**src/rtl/cu_pkg.sv**
```systemverilog
//==== cu_pkg : opcode, state and ALU-op encodings for cu_multicycle ====
//==== Rev 1.0 ====
`default_nettype none

package cu_pkg;

  localparam logic [2:0] OPC_MV   = 3'b000;
  localparam logic [2:0] OPC_MVI  = 3'b001;
  localparam logic [2:0] OPC_ADD  = 3'b010;
  localparam logic [2:0] OPC_SUB  = 3'b011;
  localparam logic [2:0] OPC_MOVO = 3'b100;
  localparam logic [2:0] OPC_AND  = 3'b101;
  localparam logic [2:0] OPC_MVNZ = 3'b110;
  localparam logic [2:0] OPC_ILL  = 3'b111;

  localparam logic [1:0] ALU_OP_ADD = 2'b00;
  localparam logic [1:0] ALU_OP_SUB = 2'b01;
  localparam logic [1:0] ALU_OP_AND = 2'b10;

  typedef enum logic [1:0] {
    S_FETCH = 2'd0,
    S_T1    = 2'd1,
    S_T2    = 2'd2,
    S_T3    = 2'd3
  } state_t;

  function automatic logic [1:0] alu_op_of(input logic [2:0] opc);
    case (opc)
      OPC_SUB: alu_op_of = ALU_OP_SUB;
      OPC_AND: alu_op_of = ALU_OP_AND;
      default: alu_op_of = ALU_OP_ADD;
    endcase
  endfunction

endpackage

`default_nettype wire

```
**src/rtl/onehot_dec.sv**
```systemverilog
//==== onehot_dec : binary index to one-hot decoder with enable ====
//==== Rev 1.0 ====
`default_nettype none

module onehot_dec #(
  parameter int W = 3
) (
  input  logic [W-1:0]      i_idx,
  input  logic              i_en,
  output logic [(1<<W)-1:0] o_onehot
);

  always_comb begin
    o_onehot = '0;
    if (i_en) o_onehot[i_idx] = 1'b1;
  end

endmodule

`default_nettype wire

```
**src/rtl/cu_multicycle.sv**
```systemverilog
//==== cu_multicycle : multi-cycle control unit for the register-file CPU ====
//==== Rev 1.0 ; optional trap on opcode 111 via CU_ILLEGAL_TRAP_EN ====
`default_nettype none

module cu_multicycle
  import cu_pkg::*;
#(
  parameter int NREG   = 8,
  parameter int RSEL_W = $clog2(NREG),
  parameter int IR_W   = 3 + 2*RSEL_W
) (
  input  logic            clk,
  input  logic            rst,
  input  logic            run,
  input  logic [IR_W-1:0] ir_in,
  input  logic            g_zero,
  output logic            ir_ena,
  output logic [NREG-1:0] rout_sel,
  output logic            din_sel,
  output logic            aluout_sel,
  output logic [NREG-1:0] reg_sel,
  output logic            alu_a_ena,
  output logic            alu_g_ena,
  output logic [1:0]      alu_op,
  output logic            out_ena,
  output logic            done,
  output logic            illegal
);

  state_t            r_state;
  state_t            w_next;
  logic [IR_W-1:0]   r_ir;
  logic [2:0]        w_opc;
  logic [RSEL_W-1:0] w_rx;
  logic [RSEL_W-1:0] w_ry;
  logic [NREG-1:0]   w_rx_oh;
  logic [NREG-1:0]   w_ry_oh;
  logic [NREG-1:0]   w_reg_sel;
  logic              w_ir_ena;
  logic              w_a_ena;
  logic              w_g_ena;
  logic              w_out_ena;
  logic              w_done;
  logic              w_trap;

  assign w_opc = r_ir[IR_W-1 -: 3];
  assign w_rx  = r_ir[2*RSEL_W-1 -: RSEL_W];
  assign w_ry  = r_ir[RSEL_W-1:0];

  onehot_dec #(.W(RSEL_W)) u_dec_rx (
    .i_idx    (w_rx),
    .i_en     (r_state != S_FETCH),
    .o_onehot (w_rx_oh)
  );

  onehot_dec #(.W(RSEL_W)) u_dec_ry (
    .i_idx    (w_ry),
    .i_en     (r_state != S_FETCH),
    .o_onehot (w_ry_oh)
  );

  always_ff @(posedge clk or posedge rst) begin
    if (rst) begin
      r_state <= S_FETCH;
      r_ir    <= '0;
    end else begin
      r_state <= w_next;
      if (r_state == S_FETCH && run) r_ir <= ir_in;
    end
  end

  always_comb begin
    w_next     = r_state;
    rout_sel   = '0;
    din_sel    = 1'b0;
    aluout_sel = 1'b0;
    alu_op     = ALU_OP_ADD;
    w_reg_sel  = '0;
    w_ir_ena   = 1'b0;
    w_a_ena    = 1'b0;
    w_g_ena    = 1'b0;
    w_out_ena  = 1'b0;
    w_done     = 1'b0;
    w_trap     = 1'b0;
    case (r_state)
      S_FETCH: begin
        w_ir_ena = 1'b1;
        w_next   = S_T1;
      end
      S_T1: begin
        w_next = S_FETCH;
        case (w_opc)
          OPC_MV:   begin rout_sel = w_ry_oh; w_reg_sel = w_rx_oh; w_done = 1'b1; end
          OPC_MVI:  begin din_sel = 1'b1;     w_reg_sel = w_rx_oh; w_done = 1'b1; end
          OPC_MOVO: begin rout_sel = w_rx_oh; w_out_ena = 1'b1;    w_done = 1'b1; end
          OPC_MVNZ: begin
            rout_sel = w_ry_oh;
            w_done   = 1'b1;
            if (!g_zero) w_reg_sel = w_rx_oh;
          end
          OPC_ADD, OPC_SUB, OPC_AND: begin
            rout_sel = w_rx_oh;
            w_a_ena  = 1'b1;
            w_next   = S_T2;
          end
          default: begin
`ifdef CU_ILLEGAL_TRAP_EN
            // Parks in T1 until reset; only the sticky flag records why.
            w_trap = 1'b1;
            w_next = S_T1;
`else
            w_done = 1'b1;
`endif
          end
        endcase
      end
      S_T2: begin
        rout_sel = w_ry_oh;
        w_g_ena  = 1'b1;
        alu_op   = alu_op_of(w_opc);
        w_next   = S_T3;
      end
      S_T3: begin
        aluout_sel = 1'b1;
        w_reg_sel  = w_rx_oh;
        w_done     = 1'b1;
        w_next     = S_FETCH;
      end
      default: w_next = S_FETCH;
    endcase
    if (!run) w_next = r_state;
  end

  // Strobes are gated by run so a stall can never repeat a write or load.
  assign ir_ena    = w_ir_ena & run;
  assign reg_sel   = run ? w_reg_sel : '0;
  assign alu_a_ena = w_a_ena & run;
  assign alu_g_ena = w_g_ena & run;
  assign out_ena   = w_out_ena & run;
  assign done      = w_done & run;

`ifdef CU_ILLEGAL_TRAP_EN
  logic r_illegal;

  always_ff @(posedge clk or posedge rst) begin
    if (rst)                r_illegal <= 1'b0;
    else if (w_trap && run) r_illegal <= 1'b1;
  end

  assign illegal = r_illegal;
`else
  assign illegal = w_trap;
`endif

endmodule

`default_nettype wire

```
**config.mk**
```make
export PLATFORM = sky130hd
export DESIGN_NAME = cu_multicycle
export DESIGN_NICKNAME = d
export VERILOG_FILES = /design/src/rtl/cu_pkg.sv /design/src/rtl/onehot_dec.sv /design/src/rtl/cu_multicycle.sv
export SDC_FILE = /design/constraint.sdc
export NUM_CORES = 1
export LEC_CHECK = 0
export BUFFER_PORTS_ARGS = -buffer_cell sky130_fd_sc_hd__buf_2
export CAP_MARGIN = 15
export CORE_ASPECT_RATIO = 0.5
export CORE_MARGIN = 1.5
export CORE_UTILIZATION = 37
export DETAILED_ROUTE_END_ITERATION = 10
export GPL_TIMING_DRIVEN = 1
export HOLD_SLACK_MARGIN = 0.02
export PLACE_DENSITY = 0.64
export SLEW_MARGIN = 40
export SYNTH_ARGS = -nofsm -noshare
export SYNTH_HDL_FRONTEND = slang
export SYNTH_HIERARCHICAL = 1
export SYNTH_SLANG_ARGS = --single-unit
```
**constraint.sdc**
```tcl
create_clock -name clk -period 5.8 [get_ports clk]
set_clock_uncertainty 0.05 [all_clocks]
set_input_delay 1.16 -clock clk [delete_from_list [all_inputs] [get_ports clk]]
set_output_delay 1.16 -clock clk [all_outputs]
set_load 0.05 [all_outputs]
```
---- Yosys cells after proc, flatten, opt, wreduce, memory -nomap -nowiden ----
Cells that the tools add are included.
word-level totals
  logic and storage cells ................. 57
  bits in writable memories ............... 0
  memories ................................ 0
  bits in read-only memories .............. 0
  bits in latches ......................... 0
  bits of input ports ..................... 13
  flip-flop bits (word level) ............. 11
  output and inout bits ................... 26
operators by class
  reductions and logical operators ........ 10
  $mul .................................... 0
  bitwise gates (word level) .............. 5
  div/mod/pow operators ................... 0
  add/sub/neg operators ................... 0
  muxes and demuxes ....................... 27
  shift operators ......................... 0
  equal/unequal tests ..................... 9
  $lt $le $gt $ge ......................... 4
operators by type and width
  operator            number
  $pmux 8 s2          4
  $mux 8              4
  $mux 1              12
  $eq 3x3->1 const B  3
  $lt 3x4->1 const B  2
  $pmux 2 s4          1
  $demux 1 s3         2
  $eq 3x2->1 const B  2
  $ge 3x1->1 const B  2
  $and 1x1->1         5
  $eq 2x2->1 const B  2
  $mux 2              2
  $pmux 2 s2          1
  $reduce_or 2->1     2
  $reduce_or 4->1     1
  $eq 3x1->1 const B  1
  $logic_and 1x1->1   3
  $logic_not 3->1     1
  $reduce_or 3->1     1
  $eq 2x1->1 const B  1
  $logic_not 2->1     1
  $pmux 1 s2          1
  $reduce_bool 2->1   1

---- Depth between registers and ports, before layout ----
  depth in word-level cells ............... 9
  depth in mapped cells ................... 6
  gate-level depth less buffers ........... 6

---- Cells and area by module ----
The synthesis kept the hierarchy.
modules (own cells, without submodules)
  module                  area each (µm²)  times used  seq. area each (µm²)  cells each
  cu_multicycle           829.5            1           275.3                 81
  onehot_dec at u_dec_rx  96.3             1           0.0                   8
  onehot_dec at u_dec_ry  95.1             1           0.0                   8

---- Least setup slack after synthesis ----
Ideal clock, no wire load.
  path kind ............................... input -> output
  start ................................... input port run
  end ..................................... output port reg_sel[0]
  path slack .............................. 2.101 ns
  arrival time ............................ 2.489 ns
  data required time ...................... 4.590 ns
  stages on the path ...................... 5
  path buffers ............................ 2
  cells stage by stage .................... buf_2 > nand2_1 > or4b_1 > buf_6 > a21boi_2
on the way
  longest elaborated chain between the ends .. 1
RTL lines
  item         RTL line              text
  from (decl)  cu_multicycle.sv:14   input logic run,
  $mux 8       cu_multicycle.sv:136  assign reg_sel = run ? w_reg_sel : '0;
  to (decl)    cu_multicycle.sv:21   output logic [NREG-1:0] reg_sel,
Every way passes these cells.

---- Worst setup path after layout ----
  start ................................... input port run
  end ..................................... output port reg_sel[7]
Same word-level chain as after synthesis.

==> flow_metrics.tcl <==
set metrics [dict create \
    max_freq_mhz 262 \
    startpoint_type "primary input" \
    n_fill_cell 272 \
    finalCritPeriodShare_pct 65.8 \
    synth.yosys.warnings 6 \
    cts-hold-fix-buffers 0 \
    cts-root-buf "clkbuf_8" \
    via_per_inst 5.13 \
    numCtsBuffers 3 \
    initial_core_util_pct 39.2 \
    layout-drive-gt1-share_pct 54.1 \
    dr.pass1.iters 4 \
    grt_pass1_wl_um 3780 \
    hold_class "register to register" \
    pwr-share-comb_pct 57.1 \
    hold-path-cell-count 1 \
    worst_ep_required_time_ns 4.59 \
    place.gp.congestion 0.716 \
    grt_overflow 0 \
    endpoint_kind "primary output" \
    max_cap_violations 0 \
    cts_setup_buffers 0 \
    place_inst 168 \
    layout_commonest_cell "buf_2" \
    drtIter0Drc 42 \
    rows 13 \
    place_hpwl_um 1680 \
    pin_count 39 \
    grt_max_degree 17 \
    cp.arrival_ns 2.60 \
    ys_ff_latch 11 \
    numClockSinks 11 \
    post-route-drc-count 0 \
    intPower_mw 0.309 \
    crit_type "primary input to primary output" \
    synthDistinctLibCells 35 \
    r2r_cells 4 \
    syn_to_final_growth_pct 24.8 \
    seqCellArea_um2 275 \
    vdd_drop_max_mv 0.243 \
    synthCells 97 \
    rr_endpoint "r_ir[0]" \
    core_um2 2600 \
    clock_path_buffers 2 \
    synth_area_per_cell_um2 10.5 \
    period_minus_slack_ns 3.81 \
    reg2reg_slack_ns 4.19 \
    multi_input_area_um2 699 \
    netlist_area_um2 1020 \
    p_per_area_nw_per_um2 483 \
    reg2reg_from "r_state[0]" \
    syn-num-nets 115 \
    antenna_found_initial 0 \
    die_h_um 40.1 \
    die-area_um2 3100 \
    port_buffers 37 \
    finalPower_mw 0.615 \
    final_nets 154 \
    final.setup.tns_ns 0 \
    grt_pass1_vias 780 \
    status "finished clean" \
    tightest_slew_ns 0.553 \
    ant_nets 0 \
    rsz0062_at_grt "no" \
    setup_viol 0 \
    h-tree-depth 1 \
    clkSlewWorstSetupHoldPaths_ns 0.05 \
    fin_cells 172 \
    ys_seq_area_share_pct 27.0 \
    maxSlewViolCount 0 \
    drt-wirelength-per-cell_um 12.7 \
    slew_headroom_pct 63.1 \
    die_w_um 77.3 \
    switching_share_pct 49.7 \
    cts_tree "done" \
    leakage_nw 0.602 \
    track_usage_pct 16.0 \
    p_sw_mw 0.306 \
    p_seq_share_pct 30.7 \
    fin_util_pct 48.9 \
    vias 883 \
    routed_wl_um 2180 \
    most-common-layout-cells "buf_2, dfrtp_1, mux2_2, a22o_1, a21boi_2" \
    insertion_delay_ns 0.23 \
    crit_fanout 9 \
    ctsResizeCount 0 \
    hold_viol_final 0 \
    power_frac_clock_pct 12.3 \
    diodes 0 \
]
## per-layer routing
layer,up-vias,global-route usage (%),part of all wire (%)
met3,0,5.23,5.9
met2,25,27.0,45
li1,444,-,-
met4,0,3.18,0
met1,414,20.6,49
met5,-,0,0
## critical path, cell delays in order
cell and delay [ns]:
buf_2 0.17, nand2_1 0.08, or4b_1 0.71, a21boi_2 0.21, buf_2 0.27
## cell type report
type,count,share of cell area (%)
tap,37,3.63
sequential,11,21.6
inverter,6,1.77
timing repair buffer,37,14.5
multi-input combinational,77,54.9
clock buffer,4,3.54
## flip-flops by register name (all words and copies together), names as in the netlist, named ones only
register / cells
r_state: 1
r_ir: 9
## worst max-delay path by stage
stage	from	end	slack (ns)	cells after the start
3_5_place_dp	run	reg_sel[3]	1.98	5
4_1_cts	run	reg_sel[3]	1.98	5
2_1_floorplan	run	reg_sel[0]	2.10	5
6_report	run	reg_sel[7]	1.99	5
5_1_grt	run	reg_sel[7]	1.85	5
3_3_place_gp	run	reg_sel[7]	2.00	5
## stage by stage
stage	setup WS [ns]	hold slack, ns	cell area, um^2
2_1_floorplan	2.10	0.467	1020
5_1_grt	1.85	0.526	1270
3_3_place_gp	2.00	0.499	1230
3_5_place_dp	1.98	0.497	1230
4_1_cts	1.98	0.515	1270
6_report	1.99	0.518	1270
## kinds of logic (layout without fill, tap and decap cells)
family          after synthesis  count (layout)  synth area share, %
simple gates                 37              37                 30.4
fa+ha+maj                     5               5                 6.13
buf+inv                       9              47                 4.53
xor+xnor                      1               1                0.858
flops                        11              11                 27.0
other cells                   1               1                0.367
compound gates               24              24                 20.8
mux                           9               9                 9.93
## synth_stat cells (all sizes together)
cell,instances,area (um^2)
nor4bb,1,10.0
conb,1,3.75
buf,3,23.8
and2b,1,7.51
dfrtp,11,275
a31oi,1,6.26
and4b,6,66.3
and4bb,6,75.1
and4,2,20.0
o21ai,3,18.8
nor2,3,13.8
o2bb2ai,1,8.76
a31o,1,8.76
xnor2,1,8.76
nand3b,1,7.51
nor4b,2,30.0
a21boi,8,90.1
a22o,8,70.1
nor2b,1,6.26
nand2b,2,12.5
or4b,1,10.0
inv,6,22.5
nor3b,1,7.51
ha,5,62.6
nand2,7,26.3
nor3,1,5.00
mux2,9,101
and2,2,12.5
a21oi,2,10.0
## power by group through the flow
stage | logic [mW] | clock network (mW) | registers (mW)
after global placement | 0.346 | 0 | 0.186
final | 0.351 | 0.0754 | 0.189
after global routing | 0.389 | 0.0846 | 0.200
after detailed placement | 0.351 | 0 | 0.189
after CTS | 0.352 | 0.0771 | 0.188
after floorplan | 0.294 | 0 | 0.165
No activity file was read; power rests on OpenSTA's default activity.
